<file path="config.mk">
export PLATFORM = sky130hd
export DESIGN_NAME = mem_port_arbiter
export DESIGN_NICKNAME = d
export VERILOG_FILES = /design/src/rtl/mips_mem_pkg.sv /design/src/rtl/mem_port_arbiter.sv
export SDC_FILE = /design/constraint.sdc
export NUM_CORES = 1
export LEC_CHECK = 0
export BUFFER_PORTS_ARGS = -buffer_cell sky130_fd_sc_hd__buf_2
export CORE_MARGIN = 2
export CORE_UTILIZATION = 53
export CTS_BUF_LIST = sky130_fd_sc_hd__clkbuf_8
export CTS_CLUSTER_SIZE = 25
export DETAILED_ROUTE_END_ITERATION = 6
export PLACE_DENSITY_LB_ADDON = 0.05
export SYNTH_ARGS = -nofsm -noshare
export SYNTH_HDL_FRONTEND = slang
export SYNTH_SLANG_ARGS = --single-unit
</file>
<file path="constraint.sdc">
create_clock -name clk -period 2.6 [get_ports clk]
set_input_delay 0.26 -clock clk [delete_from_list [all_inputs] [get_ports clk]]
set_output_delay 0.26 -clock clk [all_outputs]
set_load 0.01 [all_outputs]
</file>
<file path="src/rtl/mips_mem_pkg.sv">
// mips_mem_pkg: shared FSM state type, latency counter width and default bus widths for mem_port_arbiter.
package mips_mem_pkg;
  typedef enum logic [1:0] {IDLE, BUSY_IF, BUSY_DM} state_t;
  localparam int CW = 4;
  localparam int DEF_AW = 32;
  localparam int DEF_DW = 32;
endpackage

</file>
<file path="src/rtl/mem_port_arbiter.sv">
// mem_port_arbiter: shares one fixed-latency memory port between fetch and data requesters.
// Define MEM_ARB_ROUND_ROBIN_EN to alternate grants on contention instead of fixed data priority.
module mem_port_arbiter
  import mips_mem_pkg::*;
#(
  parameter int LAT = 2,
  parameter int AW = DEF_AW,
  parameter int DW = DEF_DW
) (
  input  logic          clk,
  input  logic          rst,
  input  logic          if_req,
  input  logic [AW-1:0] if_addr,
  output logic [DW-1:0] if_rdata,
  output logic          if_ack,
  input  logic          dm_req,
  input  logic          dm_we,
  input  logic [AW-1:0] dm_addr,
  input  logic [DW-1:0] dm_wdata,
  output logic [DW-1:0] dm_rdata,
  output logic          dm_ack,
  output logic          mem_en,
  output logic          mem_we,
  output logic [AW-1:0] mem_addr,
  output logic [DW-1:0] mem_wdata,
  input  logic [DW-1:0] mem_rdata,
  output logic          stall
);
  state_t state, state_n;
  logic [CW-1:0] cnt;
  logic [AW-1:0] addr_r;
  logic [DW-1:0] wdata_r;
  logic we_r, idle, done, if_eff, dm_eff, grant_if, grant_dm, grant;
`ifdef MEM_ARB_ROUND_ROBIN_EN
  logic last_dm;
`endif
  always_comb begin
    idle = state == IDLE;
    done = !idle && cnt == '0;
    if_eff = if_req & ~if_ack;
    dm_eff = dm_req & ~dm_ack;
`ifdef MEM_ARB_ROUND_ROBIN_EN
    grant_dm = idle & dm_eff & (~if_eff | ~last_dm);
`else
    grant_dm = idle & dm_eff;
`endif
    grant_if = idle & if_eff & ~grant_dm;
    grant = grant_if | grant_dm;
    state_n = idle ? (grant_dm ? BUSY_DM : grant_if ? BUSY_IF : IDLE) : done ? IDLE : state;
    stall = (if_req & ~if_ack) | (dm_req & ~dm_ack);
    mem_en = !idle;
    mem_we = state == BUSY_DM && we_r;
    mem_addr = addr_r;
    mem_wdata = wdata_r;
  end
  always_ff @(posedge clk) begin
    if (rst) begin
      state <= IDLE;
      cnt <= '0;
      if_ack <= 1'b0;
      dm_ack <= 1'b0;
      if_rdata <= '0;
      dm_rdata <= '0;
      addr_r <= '0;
      wdata_r <= '0;
      we_r <= 1'b0;
`ifdef MEM_ARB_ROUND_ROBIN_EN
      last_dm <= 1'b0;
`endif
    end else begin
      state <= state_n;
      if_ack <= done && state == BUSY_IF;
      dm_ack <= done && state == BUSY_DM;
      cnt <= grant ? CW'(LAT - 1) : (!idle && cnt != '0) ? cnt - 1'b1 : cnt;
      if (grant) begin
        addr_r <= grant_dm ? dm_addr : if_addr;
        wdata_r <= grant_dm ? dm_wdata : wdata_r;
        we_r <= grant_dm & dm_we;
`ifdef MEM_ARB_ROUND_ROBIN_EN
        last_dm <= grant_dm;
`endif
      end
      if (done && state == BUSY_IF) if_rdata <= mem_rdata;
      if (done && state == BUSY_DM && !we_r) dm_rdata <= mem_rdata;
    end
  end
endmodule

</file>
==> reports/results.tsv, run 1 <==
stage	metric	value	unit
timing	Final Hold Viols	0	
yosys	count leader, synth	dfxtp_1	
die	Site Rows	38	
power	pwr dens	640	nW/um^2
yosys	YS warnings	0	
critical_path	Buf/Inv on CP	1	
yosys	Synth top area share	45.9	%
cts	CTS resizes	0	
critical_path	Reg2Reg Depth	5	
die	IO Pins	266	
yosys	Yosys reg bits	137	
power	maximum vdd drop	0.372	mV
global_routing	largest net degree at the start of global routing	171	
yosys	Post-Synthesis Cells	653	
timing	Final Skew	16.6	ps
die	die span in y	110	um
yosys	Post-Syn Area per Cell	9.16	sq um
place	DP Area	7340	sq um
timing	min cycle time layout	2080	ps
cts	post-CTS setup buffer count	0	
critical_path	CP Class	reg -> reg	
routing	number of routed nets with antenna violations	0	
run_status	outcome	finished clean	
timing	final period utilization	80.1	%
cts	CTS tree	built	
yosys	dominant cells by area after synthesis	dfxtp_1 46%, mux2i_1 16%, nand2b_1 10%	
worst_hold_path	Hold WC Path Type	in -> reg	
yosys	top_reg_cell synth	dfxtp_1	
finish	share of cells above drive strength 1	34.4	%
worst_hold_path	Min-Delay Path Depth	3	
timing	RSZ-0062 raised after global routing	false	
cts	Clk pin slew, worst setup/hold paths	80	ps
timing	Peak Freq	0.480	GHz
routing	total wire length	15.1	mm
place	I/O Buffers	265	
cts	Clock Latency Late Sink	430	ps
run	max-cap viol count	0	
timing	Fin Setup TNS	0	ps
critical_path	slowest stage delay, CP	590	ps
critical_path	startpoint types	flop	
critical_path	CP delay by family, top	simple AND/OR/NAND/NOR gates	
cts	hold buffers post-CTS	0	
critical_path	Reg2Reg Setup Slack	520	ps
worst_hold_path	Hold Path Origin	dm_wdata[1]	
finish	Antenna diodes	0	
critical_path	Slowest cell on crit path	or3_1	
finish	fin area	7710	sq um
global_routing	initial antenna violation count	0	
cts	clock sink count	137	
timing	Least-Margin Pin Slew	1010	ps
place	Final Wtd Congestion	0.748	
global_routing	vias in the first global route	4947	
place	post-detail-place hpwl	10.6	mm
die	Die ar.	12200	sq um
yosys	syn nets	787	
critical_path	endpoint type of the worst setup path	flop	
yosys	ys async rst share	0	%
yosys	Cell Area, Synth	5980	sq um
critical_path	worst r2r dst	dm_rdata[31]$_SDFFE_PP0P_	
cts	Root Buffer	clkbuf_8	
die	initial core utilization	54.7	%
finish	Layout Utilization	70.5	%
yosys	Yosys top cell by area	dfxtp_1	
routing	via count	5362	
critical_path	critical path fanouts, max	9	
critical_path	r2r startpoint	cnt[0]$_SDFFE_PP0P_	
cts	CTS HTree Levels	4	
critical_path	required time of the critical path	2900	ps
critical_path	worst-path cell chain	inv_1, ha_1, or3b_1, or3_1, mux2i_1	
power	Pleak	3.69	nW
global_routing	global-route wire length before repair	22.9	mm
timing	Final Setup Violations	0	
finish	final net count	1027	
die	Placeable Area	10900	sq um
global_routing	Total GRT Usage	24.0	%
worst_hold_path	Hold Path Sink	mem_wdata[1]$_SDFFE_PP0P_	
die	die width	110	um
yosys	commonest cells in the netlist	137 x dfxtp_1, 99 x nand2b_1, 98 x nand2_1, 96 x mux2i_1	
finish	area growth from synthesis to layout	29.0	%
critical_path	Critical Path AT	2390	ps
routing	vias per cell	5.13	
cts	Longest Clk Path Bufs	2	
routing	DRT iter0 DRCs	385	
routing	drt wl/cell	14.4	um
routing	first-pass iteration count of the detailed router	5	
yosys	register area share after synthesis	45.9	%
global_routing	total global routing overflow	0	
yosys	Yosys cell types	35	
timing	Max-slew headroom	32.7	%
yosys	number of synthesized flops with an enable pin	0	
routing	DR DRC count	0	
cts	CTS Buf Count	17	
timing	Final Max Slew Viols	0	
[logic make-up after synthesis]
family | after synthesis | synth area share, %
multiplexers | 96 | 16.1
AND/OR/NAND/NOR | 288 | 25.7
AO/OA/AOI/OAI | 74 | 7.82
buffers and inverters | 57 | 4.35
adder cells (fa/ha/maj) | 1 | 0.209
flip-flops | 137 | 45.9
[power by group]
group | internal (mW) | leakage [nW] | total [mW] | switching [mW]
Sequential | 2.27 | 1.12 | 2.36 | 0.0893
Clock | 0.782 | 0.175 | 1.62 | 0.834
Combinational | 0.427 | 2.39 | 0.966 | 0.540
Total | 3.48 | 3.69 | 4.94 | 1.46
[layer usage]
| metal | vias to the layer above | global-route usage, % | wire, um |
|---|---|---|---|
| met1 | 2451 | 28.5 | 6290 |
| met2 | 205 | 41.6 | 7460 |
| met4 | 0 | 9.20 | 206 |
| met3 | 17 | 6.17 | 1130 |
| met5 | - | 0 | 0 |
| li1 | 2689 | - | - |
[worst min-delay path, stage by stage]
cell,delay [ps]
buf_2,90
nand2_1,40
a21oi_1,50
[cell type report]
cell class                      count  area (sq um)
Clock buffer                       18           248
Clock inverter                     14           124
Fill cell                         879          3220
Inverter                            4          15.0
Multi-Input combinational cell    459          3000
Sequential cell                   137          2740
Tap cell                          140           175
Timing Repair Buffer              274          1410
[how the worst max path moves through the flow]
stage	end	from	cells after the start	slack, ps
6_report	dm_rdata[31]$_SDFFE_PP0P_	cnt[0]$_SDFFE_PP0P_	5	520
5_1_grt	mem_en	state[1]$_SDFFE_PP0P_	4	410
4_1_cts	dm_rdata[31]$_SDFFE_PP0P_	cnt[0]$_SDFFE_PP0P_	5	520
3_5_place_dp	dm_rdata[31]$_SDFFE_PP0P_	cnt[0]$_SDFFE_PP0P_	5	530
3_3_place_gp	dm_rdata[28]$_SDFFE_PP0P_	cnt[0]$_SDFFE_PP0P_	5	620
2_1_floorplan	dm_rdata[23]$_SDFFE_PP0P_	cnt[0]$_SDFFE_PP0P_	7	850
[metrics by stage]
stage / setup slack (ps) / hold WS, ps / instances / total power, mW
final: 516 / 55.4 / 1046 / 4.94
after global routing: 405 / 43.3 / 1046 / 5.18
after CTS: 522 / 32.9 / 1046 / 4.98
after detailed placement: 533 / 443 / 1014 / 3.37
after global placement: 623 / 438 / 1014 / 3.34
after floorplan: 854 / 396 / 653 / 3.00
[cell usage in the layout (no fill, tap or decap), drive strengths merged, types with 2 or more instances in the layout]
master    instances
a21oi            35
a31oi             3
buf             274
clkbuf           18
clkinv            3
clkinvlp          6
dfxtp           137
inv               8
mux2i            96
nand2            98
nand2b           99
nand3            36
nand3b            3
nand4             3
nor2              4
nor2b            32
nor3              2
nor3b             2
o211ai           32
or3               2
or3b              2
[state kept, by name, summed over array words and instances (netlist names)]
name and flops:
state 2, dm_rdata 32, dm_ack 1, if_rdata 32, mem_wdata 32, cnt 4
if_ack 1, mem_addr 32, we_r 1
(Power assumes the default switching activity.)
==> run 2: changes to the inputs <==
Settings changed: CORE_UTILIZATION 53 to 49.
Clock period 2.6 ns to 2.1 ns, I/O delays scaled along.
==> run 2 against run 1 <==
  * Hold slack lost 23 ps
  * Largest cell class unchanged
  * Highest routed layer is now met5
  * Flip-flop and latch count unchanged
  * Routed wire length is 3.9% higher
  * First-iteration DRC count is 15% lower
  * Clock skew increased by 1.7 ps
  * Via count is 2.3% higher
  * Sequential power is 24% higher
==> reports/results.tsv, run 2 (same netlist as run 1, synthesis figures left out) <==
stage	metric	value	unit	change
run_status	outcome	finished clean		unchanged
routing	WL met2	7.67	mm	was 7.46 mm
die	IO Pins	266		unchanged
timing	Final Skew	18.3	ps	was 16.6 ps
place	post-detail-place hpwl	10.6	mm	about the same
critical_path	Slowest cell on crit path	or3_1		unchanged
die	die span in y	114	um	was 110 um
cts	Root Buffer	clkbuf_8		unchanged
timing	Least-Margin Pin Slew	539	ps	was 1010 ps
place	dpl cells	1026		was 1014
global_routing	initial antenna violation count	2		was 0
critical_path	slowest stage delay, CP	570	ps	was 590 ps
timing	Final Max Slew Viols	0		unchanged
die	die width	114	um	was 110 um
finish	most common cell after layout, fill and taps aside	buf_2		unchanged
finish	final net count	1061		was 1027
routing	number of routed nets with antenna violations	0		unchanged
timing	min cycle time layout	1930	ps	was 2080 ps
global_routing	total global routing overflow	0		unchanged
timing	final worst slack	168	ps	was 516 ps
run	max-cap viol count	0		unchanged
global_routing	vias in the first global route	5415		was 4947
place	Placement Setup Slack	184	ps	was 533 ps
place	I/O Buffers	265		unchanged
die	Die ar.	13100	sq um	was 12200 sq um
timing	Final Hold Viols	0		unchanged
power	maximum vdd drop	0.396	mV	was 0.372 mV
cts	clock sink count	137		unchanged
power	pwr dens	786	nW/um^2	was 640 nW/um^2
finish	Layout Utilization	67.8	%	was 70.5%
finish	Fillers	974		was 879
die	Site Rows	40		was 38
timing	Final Setup Violations	0		unchanged
global_routing	Total GRT Usage	23.6	%	was 24.0%
routing	first-pass iteration count of the detailed router	5		unchanged
routing	DR DRC count	0		unchanged
routing	WL met3	1.09	mm	was 1.13 mm
critical_path	Buf/Inv on CP	1		unchanged
timing	Peak Freq	0.518	GHz	was 0.480 GHz
global_routing	largest net degree at the start of global routing	69		was 171
critical_path	endpoint type of the worst setup path	flop		unchanged
power	Combinational Power Share	20.0	%	was 19.6%
routing	vias per cell	5.04		was 5.13
routing	uppermost layer routed	met5		was met4
critical_path	CP Class	reg -> reg		unchanged
finish	Final Non-Filler Cells	1088		was 1046
critical_path	worst-path cell chain	inv_1, ha_1, or3b_1, or3_1, mux2i_1		unchanged
critical_path	required time of the critical path	2410	ps	was 2900 ps
power	internal power	4.52	mW	was 3.48 mW
place	Final Wtd Congestion	0.750		was 0.748
critical_path	critical path fanouts, max	9		unchanged
power	Total Power	6.37	mW	was 4.94 mW
timing	Max-slew headroom	64.1	%	was 32.7%
cts	Longest Clk Path Bufs	2		unchanged
cts	Clk pin slew, worst setup/hold paths	90	ps	was 80 ps
finish	most frequent cells in the layout	264 x buf_2, 137 x dfxtp_1, 98 x nand2b_1, 98 x nand2_1, 96 x mux2i_1		unchanged
die	Placeable Area	12000	sq um	was 10900 sq um
critical_path	Reg2Reg Setup Slack	170	ps	was 520 ps
critical_path	startpoint types	flop		unchanged
cts	hold buffers post-CTS	29		was 0
die	initial core utilization	50.0	%	was 54.7%
cts	CTS resizes	0		unchanged
routing	DRT iter0 DRCs	329		was 385
power	Clk network pwr share	34.3	%	was 32.7%
worst_hold_path	Hold WC Path Type	in -> reg		unchanged
finish	share of cells above drive strength 1	33.7	%	was 34.4%
cts	post-CTS setup buffer count	0		unchanged
routing	via count	5483		was 5362
critical_path	CP delay by family, top	simple AND/OR/NAND/NOR gates		unchanged
cts	CTS Buf Count	17		unchanged
power	sequential power share	45.7	%	was 47.7%
cts	CTS HTree Levels	4		unchanged
global_routing	global-route wire length before repair	24.7	mm	was 22.9 mm
power	Sw Pwr	1.85	mW	was 1.46 mW
routing	drt wl/cell	14.4	um	about the same
critical_path	Critical Path AT	2240	ps	was 2390 ps
timing	final period utilization	92.0	%	was 80.1%
finish	area growth from synthesis to layout	35.7	%	was 29.0%
routing	met1 WL	6.71	mm	was 6.29 mm
timing	RSZ-0062 raised after global routing	false		unchanged
timing	Fin Setup TNS	0	ps	unchanged
power	Pleak	3.86	nW	was 3.69 nW
power	Sw Ratio	29.1	%	was 29.6%
cts	CTS tree	built		unchanged
routing	total wire length	15.7	mm	was 15.1 mm
cts	Clock Latency Late Sink	440	ps	was 430 ps
run 2: changes by cell type in the layout (fill, tap and decap cells not counted):
cell           delta
dlygate4sd3_1    +29
buf_12            +3
buf_4             +2
bufinv_16         +1
clkbuf_8          +1
clkinv_2          -1
clkinv_4          -1
clkinvlp_4        -1
diode_2           +1
inv_6             +1
nand2b_2          +1
nand2b_4          -1
run 2: worst paths after layout:
path                                                    to                       start  cells after the start
worst max-delay path             dm_rdata[23]$_SDFFE_PP0P_         cnt[0]$_SDFFE_PP0P_                      5
worst min-delay path             mem_wdata[8]$_SDFFE_PP0P_                 dm_wdata[8]                      3
worst max register to register   dm_rdata[23]$_SDFFE_PP0P_         cnt[0]$_SDFFE_PP0P_                      5
worst min register to register  mem_wdata[15]$_SDFFE_PP0P_  mem_wdata[15]$_SDFFE_PP0P_                      2
run 2: routing by layer:
metal  up-vias  track usage (%)
li1       2756                -
met1      2511             28.2
met2       195             40.7
met3        19             6.46
met4         2             8.46
met5         -                0
run 2: power groups by stage:
stage	clock network (mW)	registers, mW	logic (mW)
finish	2.19	2.92	1.27
global route	2.35	2.94	1.40
CTS	2.24	2.91	1.28
detailed placement	0	2.97	1.23
global placement	0	2.96	1.20
floorplan	0	3.06	0.658
run 2: cell type report:
cell class | count | area, sq um | share of cell area, %
diodes | 1 | 2.50 | 0.0308
inverters | 4 | 15.0 | 0.185
multi-input cells | 459 | 2990 | 36.9
repair buffers | 308 | 1770 | 21.9
clock inverters | 13 | 141 | 1.74
flip-flops and latches | 137 | 2740 | 33.8
clock buffers | 19 | 262 | 3.22
well taps | 147 | 184 | 2.27
run 2: per-stage QoR:
| stage | instance area [sq um] | hold slack [ps] |
|---|---|---|
| detailed placement | 7420 | 444 |
| finish | 8120 | 32.8 |
| global route | 8110 | 11.1 |
| global placement | 7420 | 438 |
| floorplan | 5980 | 346 |
| CTS | 8110 | 0.239 |
run 2: tightest hold or removal path, cell delays in order:
cell,delay (ps)
buf_2,100
nand2_1,60
a21oi_1,60
